### config.mk
export PLATFORM = sky130hd
export DESIGN_NAME = serial_adder
export DESIGN_NICKNAME = d
export VERILOG_FILES = /design/src/rtl/serial_adder_pkg.sv /design/src/rtl/serial_adder_digit_adder.sv /design/src/rtl/serial_adder.sv
export SDC_FILE = /design/constraint.sdc
export NUM_CORES = 1
export LEC_CHECK = 0
export ABC_CLOCK_PERIOD_IN_PS = 2740
export BUFFER_PORTS_ARGS = -buffer_cell sky130_fd_sc_hd__buf_4
export CAP_MARGIN = 15
export CORE_AREA = 3 3 77 79
export CTS_BUF_LIST = sky130_fd_sc_hd__clkbuf_4
export DETAILED_ROUTE_END_ITERATION = 8
export DIE_AREA = 0 0 80 82
export PLACE_DENSITY = 0.49
export SLEW_MARGIN = 0
export SYNTH_ARGS = -nofsm -noshare
export SYNTH_HDL_FRONTEND = slang
export SYNTH_HIERARCHICAL = 1
export SYNTH_SLANG_ARGS = --single-unit
export TNS_END_PERCENT = 1
### constraint.sdc
create_clock -name clk -period 2.74 [get_ports clk]
set_clock_uncertainty 0.2 [all_clocks]
set_input_delay 0.274 -clock clk [delete_from_list [all_inputs] [get_ports clk]]
set_output_delay 0.274 -clock clk [all_outputs]
set_load 0.005 [all_outputs]
### src/rtl/serial_adder_pkg.sv
// Shared types and helpers for the digit-serial adder.
// Holds the controller state encoding and the index-width calculation.
// Imported by the top level; contains no logic of its own.
package serial_adder_pkg;

    // Controller states: waiting for a request, or stepping through digits.
    typedef enum logic {
        IDLE = 1'b0,
        RUN  = 1'b1
    } state_t;

    // Width of the digit index for n digits: ceil(log2(n)), at least 1 bit.
    function automatic int idx_width(input int n);
        int w;
        w = 1;
        for (int i = 1; i < 31; i++) begin
            if ((1 << w) < n) begin
                w = w + 1;
            end
        end
        return w;
    endfunction

endpackage

### src/rtl/serial_adder_digit_adder.sv
// D-bit ripple-carry adder slice built from full-adder cells.
// Latency: purely combinational, zero cycles.
// Backpressure: none; outputs follow inputs.

// Single-bit full adder cell.
module full_adder (
    input  logic a,
    input  logic b,
    input  logic ci,
    output logic s,
    output logic co
);

    assign s  = a ^ b ^ ci;
    assign co = (a & b) | (ci & (a ^ b));

endmodule

// D-bit ripple of full-adder cells. c_msb is the carry into the top bit of
// the slice, which the caller needs for signed-overflow detection.
module digit_adder #(
    parameter int D = 1
) (
    input  logic [D-1:0] a_d,
    input  logic [D-1:0] b_d,
    input  logic         c_in,
    output logic [D-1:0] s_d,
    output logic         c_out,
    output logic         c_msb
);

    // c[i] is the carry into bit i of the slice.
    logic [D:0] c;

    assign c[0] = c_in;

    for (genvar i = 0; i < D; i++) begin : g_cell
        full_adder u_fa (
            .a  (a_d[i]),
            .b  (b_d[i]),
            .ci (c[i]),
            .s  (s_d[i]),
            .co (c[i+1])
        );
    end

    assign c_out = c[D];
    assign c_msb = c[D-1];

endmodule

### src/rtl/serial_adder.sv
// Multi-cycle adder: sum/cout/ovf of a + b + cin, D bits per clock.
// Latency: N = W/D cycles from accepted start to the one-cycle done pulse.
// Backpressure: start is ignored while busy; one addition per N+1 cycles max.
module serial_adder #(
    parameter int W = 8,
    parameter int D = 1
) (
    input  logic         clk,
    input  logic         rst_n,
    input  logic         start,
    input  logic [W-1:0] a,
    input  logic [W-1:0] b,
    input  logic         cin,
    output logic         busy,
    output logic         done,
    output logic [W-1:0] sum,
    output logic         cout,
    output logic         ovf
);

    import serial_adder_pkg::*;

    localparam int N  = W / D;
    localparam int IW = idx_width(N);

    // Reject parameter combinations that cannot be split into whole digits.
    if (W < 2 || D < 1 || D > W || (W % D) != 0) begin : g_param_check
        $error("serial_adder: illegal parameters W=%0d D=%0d", W, D);
    end

    state_t          state_q;
    state_t          state_d;
    logic [W-1:0]    a_q;
    logic [W-1:0]    b_q;
    logic [W-1:0]    sum_q;
    logic            carry_q;
    logic            cout_q;
    logic            ovf_q;
    logic            done_q;
    logic [IW-1:0]   idx_q;

    logic            accept;
    logic            last;
    logic [D-1:0]    a_dig;
    logic [D-1:0]    b_dig;
    logic [D-1:0]    s_dig;
    logic            dig_cout;
    logic            dig_cmsb;

    // Current digit of each latched operand.
    assign a_dig = a_q[int'(idx_q)*D +: D];
    assign b_dig = b_q[int'(idx_q)*D +: D];

    digit_adder #(
        .D (D)
    ) u_digit (
        .a_d   (a_dig),
        .b_d   (b_dig),
        .c_in  (carry_q),
        .s_d   (s_dig),
        .c_out (dig_cout),
        .c_msb (dig_cmsb)
    );

    // Next-state logic: accept a request in IDLE, leave RUN after the last digit.
    always_comb begin
        state_d = state_q;
        accept  = 1'b0;
        last    = 1'b0;
        case (state_q)
            IDLE: begin
                if (start) begin
                    accept  = 1'b1;
                    state_d = RUN;
                end
            end
            RUN: begin
                if (idx_q == IW'(N - 1)) begin
                    last    = 1'b1;
                    state_d = IDLE;
                end
            end
        endcase
    end

    // State register.
    always_ff @(posedge clk or negedge rst_n) begin
        if (!rst_n) begin
            state_q <= IDLE;
        end else begin
            state_q <= state_d;
        end
    end

    // Datapath: latch operands on accept, then write one sum digit per cycle.
    // cout/ovf only move on the last digit so they stay valid until the next
    // result lands; sum is overwritten digit by digit rather than cleared.
    always_ff @(posedge clk or negedge rst_n) begin
        if (!rst_n) begin
            a_q     <= '0;
            b_q     <= '0;
            sum_q   <= '0;
            carry_q <= 1'b0;
            cout_q  <= 1'b0;
            ovf_q   <= 1'b0;
            done_q  <= 1'b0;
            idx_q   <= '0;
        end else begin
            done_q <= last;
            if (accept) begin
                a_q     <= a;
                b_q     <= b;
                carry_q <= cin;
                idx_q   <= '0;
            end else if (state_q == RUN) begin
                sum_q[int'(idx_q)*D +: D] <= s_dig;
                carry_q                   <= dig_cout;
                if (last) begin
                    cout_q <= dig_cout;
                    ovf_q  <= dig_cmsb ^ dig_cout;
                end else begin
                    idx_q <= idx_q + 1'b1;
                end
            end
        end
    end

    assign busy = (state_q == RUN);
    assign done = done_q;
    assign sum  = sum_q;
    assign cout = cout_q;
    assign ovf  = ovf_q;

endmodule

==> flow_metrics.py <==
metrics = {
    "synth": {
        "yosysWarnings": 6,
        "postSynthRegisterBits": 32,
        "ys_top_cells_by_area": "sky130_fd_sc_hd__dfrtp_1, sky130_fd_sc_hd__mux2_2, sky130_fd_sc_hd__mux4_1",
        "syn_area_per_cell_um2": 13.7,
        "synth_cell_types": 24,
        "synth_enable_flop_cells": 0,
        "asyncSetResetFlopFracSynth": 1.00,
        "synth.cell_area_um2": 1590,
        "synthDominantAreaCellType": "sky130_fd_sc_hd__dfrtp_1",
        "synth_top_area_frac": 0.505,
        "synth.net_count": 144,
        "synth_sequential_area_ratio": 0.505,
        "ys_dominant_reg_cell": "sky130_fd_sc_hd__dfrtp_1",
        "synthCells": 116,
    },
    "route": {
        "wire_per_inst_um": 13.1,
        "final_antenna_net_count": 0,
        "drc": 0,
        "detailedRoute.firstPassIterationCount": 4,
        "vias": 1071,
        "post_drt_via_cell_ratio": 4.46,
        "drt_iter0_markers": 41,
        "drt-total-wl_mm": 3.15,
    },
    "layout": {
        "fillers": 537,
        "drive_above_1_share": 0.393,
        "synthToLayoutAreaGrowth_pct": 34.7,
        "final_cell_mix": "sky130_fd_sc_hd__buf_4, sky130_fd_sc_hd__dfrtp_1, sky130_fd_sc_hd__mux2_2, sky130_fd_sc_hd__dlygate4sd3_1, sky130_fd_sc_hd__nand2_1",
        "finish.net_count": 195,
        "layout.cells.most_common": "sky130_fd_sc_hd__buf_4",
        "layout.core_utilization": 0.395,
        "finish.cell_count_without_fillers": 240,
        "antennaDiodeCount": 0,
    },
    "grt": {
        "grt_antenna_before_repair": 0,
        "first_global_vias": 1150,
        "global_route.overflow_total": 0,
        "grt_max_degree": 33,
        "total_routing_usage_reported_by_global_routing": 0.108,
        "global_route_wire_length_before_repair_mm": 5.44,
    },
    "clock_tree": {
        "htree_num_levels": 2,
        "cts_inserted_buffers": 5,
        "insertion_delay_ns": 0.33,
        "clock_tree.buffer_depth": 2,
        "path_clk_slew_ns": 0.10,
        "clock_tree_from_tritoncts": "yes",
        "cts_root_buffer": "sky130_fd_sc_hd__clkbuf_4",
        "cts.sink_count": 32,
        "postCtsSetupRepairBufs": 0,
    },
    "sta": {
        "worst_slew_margin_rel": 0.697,
        "worst_pin_slew_ns": 0.450,
        "setup_violations": 0,
        "rsz0062_at_grt": "no",
        "slew_violations": 0,
        "tns_ns": 0,
        "achievable-frequency_mhz": 386,
        "hold_slack_ns": 0.0512,
        "finalCriticalPeriod_ns": 2.59,
        "timing.final.hold_violations": 0,
        "layout_worst_path_cycle_share": 0.946,
    },
    "min_path": {
        "min-delay-start": "cin",
        "whs_endpoint": "carry_q",
        "worst_hold_path_type": "input port to flop",
        "hold_depth": 3,
    },
    "floorplan": {
        "floorplan.rows": 27,
        "design.core.area_um2": 5410,
        "design.portCount": 32,
        "die_area_um2": 6560,
        "die_x_um": 80,
        "height_of_the_die_um": 82,
        "floorplan.initialDensity": 0.293,
    },
    "placed_design": {
        "port_buffers": 31,
        "gp_routability_congestion": 0.780,
        "placedCellCount": 215,
        "post_dp_hpwl_mm": 2.34,
    },
    "power_and_ir_drop": {
        "power_density_nw_per_um2": 1130,
        "static-leakage-power_nw": 1.01,
        "vdd.ir_drop.worst_mv": 0.396,
    },
    "worst_setup_path": {
        "worst-r2r-cell-count": 6,
        "timing.rr.end": "sum[6]",
        "r2r-start": "idx_q[0]",
        "crit_path_end_kind": "flop",
        "cp_data_required_time_ns": 2.75,
        "maximum_net_fanout_on_the_critical_path": 5,
        "worst_endpoint_data_arrival_time_ns": 2.60,
        "r2r_slack_ns": 0.15,
        "timing.critical_path.from_type": "flop",
        "worst-setup-path-type": "flop to flop",
    },
    "job": {
        "drv.max_cap_violation_count": 0,
    },
    "status": {
        "outcome": "complete, no violations",
    },
}
Yosys cell counts, types with 3 or more instances:
| cell type | n |
|---|---|
| sky130_fd_sc_hd__dfrtp_1 | 32 |
| sky130_fd_sc_hd__nand2_1 | 10 |
| sky130_fd_sc_hd__ha_1 | 7 |
| sky130_fd_sc_hd__mux2_2 | 20 |
| sky130_fd_sc_hd__buf_2 | 3 |
| sky130_fd_sc_hd__o21ai_0 | 3 |
| sky130_fd_sc_hd__nand4_1 | 4 |
| sky130_fd_sc_hd__inv_1 | 5 |
| sky130_fd_sc_hd__nand3_1 | 3 |
| sky130_fd_sc_hd__mux4_1 | 4 |
| sky130_fd_sc_hd__mux2_1 | 6 |
routing by layer:
metal / GRT usage / vias to the layer above / wire length [µm]
met5: 0 / - / 0
li1: - / 523 / -
met3: 0.0340 / 4 / 137
met2: 0.192 / 26 / 1600
met1: 0.125 / 518 / 1380
met4: 0.0304 / 0 / 32
layout make-up:
cell class	count	area, µm²	share of cell area
timing repair buffer	51	425	0.199
inverter	5	18.8	0.00879
tap	72	90.1	0.0422
clock buffer	6	45.0	0.0211
clock inverter	2	35.0	0.0164
multi-input combinational	72	719	0.337
sequential	32	802	0.376
metrics by stage:
stage	setup WS [ns]	instance area, µm²	power, mW
final	0.149	2140	2.41
after global routing	0.0294	2140	2.62
after CTS	0.0570	2130	2.43
after detailed placement	0.101	1880	2.03
after global placement	0.180	1880	1.99
after floorplan	0.230	1590	1.69
sequential cells by signal, summed over array words and instances (netlist names):
name     cells
done         1
idx_q        3
cout         1
busy         1
a_q          8
carry_q      1
b_q          8
sum          8
ovf          1
worst max path at each step:
stage | cells after the start | start | slack [ns] | to
floorplan | 7 | idx_q[0] | 0.23 | sum[2]
global placement | 6 | idx_q[0] | 0.18 | sum[6]
detailed placement | 6 | idx_q[0] | 0.10 | sum[6]
CTS | 6 | idx_q[0] | 0.06 | sum[3]
global route | 6 | idx_q[0] | 0.03 | sum[2]
finish | 6 | idx_q[0] | 0.15 | sum[6]
repair_timing:
action | in CTS | in global routing
endpoints found under the setup margin | 0 | 5
hold buffers | 17 | 0
resized for setup | 0 | 2
hold endpoints to repair | 48 | 0
kinds of logic (layout without fill, tap and decap cells):
group	count (synthesis)	after routing	synth area share
flip-flops	32	32	0.505
multiplexers	31	31	0.257
AND/OR/NAND/NOR	27	27	0.0987
buffers and inverters	12	64	0.0450
adder cells (fa/ha/maj)	8	8	0.0679
AO/OA/AOI/OAI	5	5	0.0205
XOR/XNOR	1	1	0.00553
power breakdown:
group          internal, mW  leakage [nW]  total [mW]  switching [mW]
Sequential            0.699         0.394       0.865           0.165
Clock                 0.201        0.0456       0.360           0.159
Combinational         0.670         0.570        1.19           0.516
worst max-delay path: stages (launching register included):
cell and delay, ns:
sky130_fd_sc_hd__dfrtp_2 0.44, sky130_fd_sc_hd__mux4_1 0.57, sky130_fd_sc_hd__nand2_1 0.08, sky130_fd_sc_hd__nand2_1 0.07
sky130_fd_sc_hd__fa_1 0.57, sky130_fd_sc_hd__and4bb_2 0.28, sky130_fd_sc_hd__mux2_1 0.27
No activity file was read; power rests on OpenSTA's default activity.
